--- config.mk ---
export PLATFORM = sky130hd
export DESIGN_NAME = fifo_uart_tx
export DESIGN_NICKNAME = d
export VERILOG_FILES = /design/src/rtl/uart_pkg.sv /design/src/rtl/uart_baud_cnt.sv /design/src/rtl/fifo_uart_tx.sv
export SDC_FILE = /design/constraint.sdc
export NUM_CORES = 1
export LEC_CHECK = 0
export CORE_AREA = 2 2 45 47
export CTS_CLUSTER_SIZE = 10
export DETAILED_ROUTE_END_ITERATION = 16
export DIE_AREA = 0 0 47 49
export PLACE_DENSITY = 0.8
export SLEW_MARGIN = 20
export SYNTH_ARGS = -nofsm -noshare
export SYNTH_HDL_FRONTEND = slang
export SYNTH_SLANG_ARGS = --single-unit
--- constraint.sdc ---
create_clock -name clk -period 4.4 [get_ports clk]
set_input_delay 0.66 -clock clk [delete_from_list [all_inputs] [get_ports clk]]
set_output_delay 0.66 -clock clk [all_outputs]
set_load 0.01 [all_outputs]
--- src/rtl/uart_pkg.sv ---
// Shared definitions for the FIFO-fed UART transmitter: default sizing and
// the FSM state encoding.
package uart_pkg;

  localparam int DEFAULT_DATA_W       = 8;
  localparam int DEFAULT_CLKS_PER_BIT = 16;

  typedef enum logic [2:0] {
    ST_IDLE   = 3'd0,
    ST_FETCH  = 3'd1,
    ST_LOAD   = 3'd2,
    ST_START  = 3'd3,
    ST_DATA   = 3'd4,
    ST_PARITY = 3'd5,
    ST_STOP   = 3'd6
  } state_t;

endpackage

--- src/rtl/uart_baud_cnt.sv ---
// Bit-period timer: tick is high on the last clk cycle of each bit period.
// clr restarts the period so every state begins on a fresh bit boundary.
module uart_baud_cnt #(
  parameter int CLKS_PER_BIT = 16
) (
  input  logic clk,
  input  logic rst,
  input  logic clr,
  output logic tick
);

  localparam int CNT_W = (CLKS_PER_BIT > 2) ? $clog2(CLKS_PER_BIT) : 1;
  localparam logic [CNT_W-1:0] LAST = CNT_W'(CLKS_PER_BIT - 1);

  logic [CNT_W-1:0] cnt;

  always_ff @(posedge clk) begin
    if (rst || clr) begin
      cnt <= '0;
    end else if (cnt == LAST) begin
      cnt <= '0;
    end else begin
      cnt <= cnt + 1'b1;
    end
  end

  assign tick = (cnt == LAST);

endmodule

--- src/rtl/fifo_uart_tx.sv ---
// Drains bytes from a synchronous FIFO and serialises each as a UART frame:
// start bit, DATA_W data bits LSB first, optional even parity, one stop bit.
module fifo_uart_tx
  import uart_pkg::*;
#(
  parameter int DATA_W       = DEFAULT_DATA_W,
  parameter int CLKS_PER_BIT = DEFAULT_CLKS_PER_BIT,
  parameter int PARITY_EN    = 0
) (
  input  logic              clk,
  input  logic              rst,
  input  logic              tx_en,
  input  logic              fifo_empty,
  input  logic [DATA_W-1:0] fifo_data,
  output logic              fifo_re,
  output logic              tx,
  output logic              busy,
  output logic              byte_done
);

  localparam int BIT_W = (DATA_W > 2) ? $clog2(DATA_W) : 1;
  localparam logic [BIT_W-1:0] LAST_BIT = BIT_W'(DATA_W - 1);

  function automatic logic even_parity(input logic [DATA_W-1:0] d);
    return ^d;
  endfunction

  state_t            state;
  state_t            next_state;
  logic              tick;
  logic              baud_clr;
  logic              last_bit;
  logic [BIT_W-1:0]  bit_cnt;
  logic [DATA_W-1:0] shreg;
  logic              par_bit;
  logic              tx_q;

  uart_baud_cnt #(
    .CLKS_PER_BIT(CLKS_PER_BIT)
  ) u_baud (
    .clk  (clk),
    .rst  (rst),
    .clr  (baud_clr),
    .tick (tick)
  );

  assign last_bit = (bit_cnt == LAST_BIT);
  assign tx       = tx_q;

  always_ff @(posedge clk) begin
    if (rst) begin
      state <= ST_IDLE;
    end else begin
      state <= next_state;
    end
  end

  always_comb begin
    next_state = state;
    fifo_re    = 1'b0;
    busy       = 1'b1;
    byte_done  = 1'b0;
    baud_clr   = 1'b0;
    case (state)
      ST_IDLE: begin
        busy = 1'b0;
        if (tx_en && !fifo_empty) next_state = ST_FETCH;
      end
      ST_FETCH: begin
        fifo_re    = 1'b1;
        next_state = ST_LOAD;
      end
      ST_LOAD: begin
        next_state = ST_START;
      end
      ST_START: begin
        if (tick) next_state = ST_DATA;
      end
      ST_DATA: begin
        if (tick && last_bit) next_state = (PARITY_EN != 0) ? ST_PARITY : ST_STOP;
      end
      ST_PARITY: begin
        if (tick) next_state = ST_STOP;
      end
      ST_STOP: begin
        byte_done = tick;
        if (tick) next_state = ST_IDLE;
      end
      default: begin
        next_state = ST_IDLE;
      end
    endcase
    // Hold the timer at zero until the first serial bit so START gets a full period.
    baud_clr = (next_state != state) || (state == ST_IDLE) ||
               (state == ST_FETCH) || (state == ST_LOAD);
  end

  // tx is loaded with the value of the bit about to begin, so it only moves on
  // the edge where a new bit period starts.
  always_ff @(posedge clk) begin
    if (rst) begin
      tx_q    <= 1'b1;
      bit_cnt <= '0;
    end else begin
      case (state)
        ST_LOAD: begin
          tx_q    <= 1'b0;
          bit_cnt <= '0;
        end
        ST_START: begin
          if (tick) tx_q <= shreg[0];
        end
        ST_DATA: begin
          if (tick) begin
            if (last_bit) begin
              tx_q <= (PARITY_EN != 0) ? par_bit : 1'b1;
            end else begin
              tx_q    <= shreg[1];
              bit_cnt <= bit_cnt + 1'b1;
            end
          end
        end
        ST_PARITY: begin
          if (tick) tx_q <= 1'b1;
        end
        default: begin
          tx_q <= 1'b1;
        end
      endcase
    end
  end

  always_ff @(posedge clk) begin
    if (state == ST_LOAD) begin
      shreg   <= fifo_data;
      par_bit <= even_parity(fifo_data);
    end else if ((state == ST_DATA) && tick && !last_bit) begin
      shreg <= shreg >> 1;
    end
  end

endmodule

==> impl_metrics.yaml, run 1 <==
routing:
  vias: 724
  via_per_inst: 5.485
  wirelength_um: 1747
  drt_pass1_iterations: 4
  wl_per_cell_um: 13.23
  drcViolationCount: 0
  drtAntennaViolNets: 0
  drt_iter0_drc: 18
floorplan:
  die_w_um: 47
  dieHeight_um: 49
  row_count: 16
  dieArea_um2: 2303
  start_util_pct: 52.11
  ios: 16
  core_area_um2: 1842
timing:
  setup_tns_ns: 0
  finalHoldViolCount: 0
  slew_viol_final: 0
  slew_headroom_pct: 67.47
  worstMarginPinSlew_ns: 0.4874
  period_share_pct: 58.33
  min_period_ns: 2.567
  finalSetupViolCount: 0
  max_freq_ghz: 0.3896
  clock_skew_ns: 0.001652
  rsz0062_at_grt: "no"
grt:
  antenna_found_initial: 0
  grt_max_degree: 18
  grt.total_usage_pct: 16.50
  first_global_vias: 656
  grt_pass1_wl_um: 2822
  grt.overflow.total: 0
power:
  ir_drop_mv: 0.1714
  pwr-share-seq_pct: 58.2
  swShare_pct: 25.19
  leakagePower_nw: 0.4158
  pwr-share-clk_pct: 26.0
  comb_power_share_pct: 15.8
  p_switching_mw: 0.08809
  power_density_nw_per_um2: 305.5
  intPower_mw: 0.2617
  p_total_mw: 0.3498
synth:
  avgSynthCellArea_um2: 10.66
  synthTopCellsByArea: "edfxtp_1, dfxtp_1, mux2_2"
  dominantRegCellSynth: "dfxtp_1"
  synth_top_area_share_pct: 25.03
  yosysSeqAreaShare_pct: 47.98
  synthArstFlopShare_pct: 0
  synth_top_cells_by_count: "dfxtp_1, edfxtp_1, mux2_2"
  synth_nets: 105
  ys_seq_elements: 19
  syn-instance-count: 90
  synth_warnings: 0
  synth_most_common_cell: "dfxtp_1"
  synth_edf_count: 8
  synth_area_leader_cell: "edfxtp_1"
  synth.distinct_cells: 37
  synth.cell_area_um2: 959.7
cells_and_area:
  syn2layout_area_growth_pct: 19.30
  layout.nets: 121
  num-fill-cells: 163
  multi_input_area_um2: 457.9
  insertedDiodeCount: 0
  drive_above_1_share_pct: 12.38
  seqCellArea_um2: 460.4
clocking:
  clkSlewWorstSetupHoldPaths_ns: 0.11
  h-tree-depth: 1
  clock_latency_ns: 0.30
  post_cts_buffers: 0
  tritoncts: "built"
  root_buffer: "clkbuf_4"
  cts_buffer_depth: 2
  cts_made_buffers: 3
  ctsHoldBuffers: 0
  clock_sink_count: 19
  ctsResizeCount: 0
critical_path:
  endpoint_kind: "output pin"
  path_class: "register to output pin"
  startpoint_type: "register"
  cp_data_required_time_ns: 3.74
  arrival_ns: 1.91
  path_max_fanout: 5
flow_run:
  maxCapViolCount: 0
min_path:
  min_path_type: "register to register"
placed_design:
  hpwl_um: 1243
  io_buffers: 15
  gp_congestion: 0.7927
run_status:
  run_status: "complete, no violations"
-- layout make-up --
type | instances | share of cell area, %
repair buffers | 15 | 13.11
multi-input cells | 63 | 40.00
clock buffers | 3 | 1.967
clock inverters | 1 | 0.4372
inverters | 4 | 1.311
flip-flops and latches | 19 | 40.22
well taps | 27 | 2.951
-- flip-flops by register name, indices dropped and copies added (netlist names) --
register / count
state: 3
shreg: 8
bit_cnt: 3
tx: 1
u_baud.cnt: 4
-- kinds of logic after synthesis --
family	after synthesis	share of synthesized area (%)
compound gates	17	12.26
xor+xnor	2	1.826
flops	19	47.98
fa+ha+maj	3	3.912
mux	9	10.30
simple gates	32	19.43
buf+inv	8	4.303
-- metal layers --
layer,global-route usage (%),routed length (µm)
met1,24.46,856
met2,23.29,803
met3,2.222,60
met4,7.870,27
met5,0,0
-- worst max-delay path, cell delays in order (launching register included) --
cell             delay, ns
dfxtp_1               0.37
ha_1                  0.25
nand4_1               0.23
nor3_1                0.20
clkdlybuf4s50_1       0.56
-- metrics by stage --
stage | cells | util, % | area [µm²] | hold WS [ns] | worst slack, ns
after global placement | 128 | 60.67 | 1117 | 0.4304 | 2.232
final | 132 | 62.16 | 1145 | 0.4523 | 1.833
after detailed placement | 128 | 60.67 | 1117 | 0.4421 | 2.158
after floorplan | 90 | - | 959.7 | 0.4175 | 2.660
after global routing | 132 | 62.16 | 1145 | 0.4808 | 1.667
after CTS | 132 | 62.16 | 1145 | 0.4577 | 1.817
-- power by group through the flow --
stage	Clock (mW)	Combinational, mW	Sequential, mW
finish	0.0911	0.0553	0.203
global route	0.0990	0.0595	0.205
CTS	0.0906	0.0555	0.203
detailed placement	0	0.0554	0.207
global placement	0	0.0540	0.207
floorplan	0	0.0397	0.202
-- path summary, 6_finish.rpt --
check,slack (ns),cells after the start,endpoint,start
hold reg to reg,0.45,1,u_baud.cnt[0]$_SDFF_PP0_,u_baud.cnt[0]$_SDFF_PP0_
setup / recovery,1.83,4,byte_done,u_baud.cnt[0]$_SDFF_PP0_
setup reg to reg,2.46,5,shreg[0]$_DFFE_PP_,bit_cnt[0]$_SDFFE_PP0P_
hold / removal,0.45,1,u_baud.cnt[0]$_SDFF_PP0_,u_baud.cnt[0]$_SDFF_PP0_
-- layout by cell type (no fill, tap or decap), types with 2 or more instances in the layout --
master           count
mux2i_1              2
clkbuf_4             3
a31oi_1              3
nand2_1              5
o21a_1               2
clkdlybuf4s50_1     15
ha_1                 3
o21ai_0              3
nor4b_1              2
edfxtp_1             8
nand3_1              4
nor3_1               2
inv_1                4
mux2_2               7
or3_1                3
dfxtp_1             11
nor2b_1              2
nor2_1               5
o211ai_1             3
Note: power is estimated with default switching activity, not from simulation.
==> run 2, diff against run 1 <==
--- a/config.mk
+++ b/config.mk
@@ -5,11 +5,11 @@
 export SDC_FILE = /design/constraint.sdc
 export NUM_CORES = 1
 export LEC_CHECK = 0
-export CORE_AREA = 2 2 45 47
+export CORE_AREA = 2 2 49 51
 export CTS_CLUSTER_SIZE = 10
 export DETAILED_ROUTE_END_ITERATION = 16
-export DIE_AREA = 0 0 47 49
-export PLACE_DENSITY = 0.8
+export DIE_AREA = 0 0 51 53
+export PLACE_DENSITY = 0.71
 export SLEW_MARGIN = 20
 export SYNTH_ARGS = -nofsm -noshare
 export SYNTH_HDL_FRONTEND = slang
==> constraint.sdc (replaced) <==
create_clock -name clk -period 2.35 [get_ports clk]
set_input_delay 0.3525 -clock clk [delete_from_list [all_inputs] [get_ports clk]]
set_output_delay 0.3525 -clock clk [all_outputs]
set_load 0.01 [all_outputs]
==> run 2 against run 1 <==
Compared with the run above: register-to-register slack worse by 2.0 ns; cell count is 3.0% higher; wire length increased by 3.8%; clock power rose by 77%; sequential share of layout area down 0.78 points; largest power group unchanged; worst hold slack improved by 0.0017 ns; clock skew down 0.0011 ns; critical path depth did not move; first-iteration DRC count fell by 72%; via count shrank 0.41%; sequential cell count is the same.
==> impl_metrics.yaml, run 2 (synthesis results as in run 1) <==
grt:
  first_global_vias: 614
  grt_max_degree: 18
  grt.overflow.total: 0
  grt_pass1_wl_um: 2918
  antenna_found_initial: 0
  grt.total_usage_pct: 14.83
floorplan:
  dieArea_um2: 2703
  dieHeight_um: 53
  start_util_pct: 44.67
  die_w_um: 51
  ios: 16
  row_count: 17
  core_area_um2: 2148
min_path:
  min_path_type: "register to register"
  hold_depth: 1
  hp-start: "u_baud.cnt[0]$_SDFF_PP0_"
clocking:
  cts_buffer_depth: 2
  root_buffer: "clkbuf_4"
  ctsResizeCount: 0
  cts_made_buffers: 3
  h-tree-depth: 1
  clkSlewWorstSetupHoldPaths_ns: 0.10
  tritoncts: "built"
  clock_latency_ns: 0.29
  clock_sink_count: 19
critical_path:
  path_depth: 4
  path_buf_inv: 1
  endpoint_kind: "output pin"
  cp_data_required_time_ns: 2.00
  path_class: "register to output pin"
  path_max_fanout: 5
  reg2reg_depth: 5
  slowest_stage: "clkdlybuf4s50_1"
  crit_start: "u_baud.cnt[0]$_SDFF_PP0_"
  arrival_ns: 1.78
  reg2reg_from: "bit_cnt[0]$_SDFFE_PP0P_"
  crit_chain: "ha_1, nand4_1, nor3_1, clkdlybuf4s50_1"
  crit_family: "buffers and inverters"
  startpoint_type: "register"
  slowest_delay_ns: 0.56
routing:
  vias: 721
  drtAntennaViolNets: 0
  drt_pass1_iterations: 2
  drcViolationCount: 0
  wl_per_cell_um: 13.33
  wirelength_um: 1813
  drt_iter0_drc: 5
  via_per_inst: 5.301
cells_and_area:
  layout_common_cells: "clkdlybuf4s50_1, dfxtp_1, edfxtp_1, mux2_2"
  syn2layout_area_growth_pct: 21.64
  top_regs: "shreg (8), u_baud.cnt (4)"
  layout.nets: 124
  largest_reg_flops: 8
  num-fill-cells: 213
  insertedDiodeCount: 0
  max_flop_register: "shreg"
  drive_above_1_share_pct: 13.89
  layout.cells.most_common: "clkdlybuf4s50_1"
flow_run:
  maxCapViolCount: 0
timing:
  period_share_pct: 90.63
  finalHoldViolCount: 0
  fin_ws_ns: 0.2202
  worst_hold_slack_ns: 0.4540
  min_period_ns: 2.130
  finalSetupViolCount: 0
  worstMarginPinSlew_ns: 0.5205
  setup_tns_ns: 0
  slew_viol_final: 0
  max_freq_ghz: 0.4695
  slew_headroom_pct: 65.25
  rsz0062_at_grt: "no"
  clock_skew_ns: 0.0005984
placed_design:
  place_ws_ns: 0.4128
  io_buffers: 15
  hpwl_um: 1322
  gp_congestion: 0.8588
power:
  pwr-share-seq_pct: 58.9
  leakagePower_nw: 0.4270
  ir_drop_mv: 0.2991
  pwr-share-clk_pct: 24.8
  comb_power_share_pct: 16.3
  intPower_mw: 0.4947
  swShare_pct: 23.68
  power_density_nw_per_um2: 555.2
  p_switching_mw: 0.1535
run_status:
  run_status: "complete, no violations"
run 2: layout make-up:
cell class	instances	area [µm²]	share of cell area, %
multi-input combinational	63	457.9	39.23
timing repair buffer	18	172.7	14.79
sequential	19	460.4	39.44
inverter	4	15.01	1.286
tap	28	35.03	3.001
clock buffer	4	26.28	2.251
run 2: per-stage QoR:
stage / std cells / util, % / power [mW] / instance area (µm²)
after global routing: 136 / 54.34 / 0.6826 / 1167
after floorplan: 90 / - / 0.4527 / 959.7
final: 136 / 54.34 / 0.6481 / 1167
after detailed placement: 131 / 52.77 / 0.4956 / 1134
after global placement: 131 / 52.77 / 0.4929 / 1134
after CTS: 135 / 53.99 / 0.6543 / 1160
run 2: final timing paths:
kind / to / slack (ns)
hold reg to reg: u_baud.cnt[0]$_SDFF_PP0_ / 0.45
setup / recovery: byte_done / 0.22
setup reg to reg: shreg[1]$_DFFE_PP_ / 0.43
hold / removal: u_baud.cnt[0]$_SDFF_PP0_ / 0.45
run 2: power by group through the flow:
stage | Clock (mW) | Combinational (mW) | Sequential (mW)
2_1_floorplan | 0 | 0.0743 | 0.378
3_3_place_gp | 0 | 0.105 | 0.388
3_5_place_dp | 0 | 0.107 | 0.389
4_1_cts | 0.166 | 0.107 | 0.381
5_1_grt | 0.181 | 0.116 | 0.385
6_report | 0.161 | 0.106 | 0.381
run 2: worst register-to-register path: stages, from the launching register on:
cell and delay [ns]:
dfxtp_1 0.34, ha_1 0.20, ha_1 0.21, or3_4 0.35, o21a_1 0.23, inv_1 0.27
run 2: metal layers:
| layer | global-route usage, % | vias to the layer above | share of wire (%) |
|---|---|---|---|
| li1 | - | 371 | - |
| met1 | 19.12 | 334 | 48 |
| met2 | 22.73 | 12 | 47 |
| met3 | 2.825 | 4 | 2.6 |
| met4 | 9.459 | 0 | 2.3 |
| met5 | 0 | - | 0 |
run 2: repair_timing:
item                       in CTS  in global routing
setup buffers                   0                  1
hold buffers                    0                  0
hold endpoints to repair        0                  0
setup endpoints to repair       0                  1
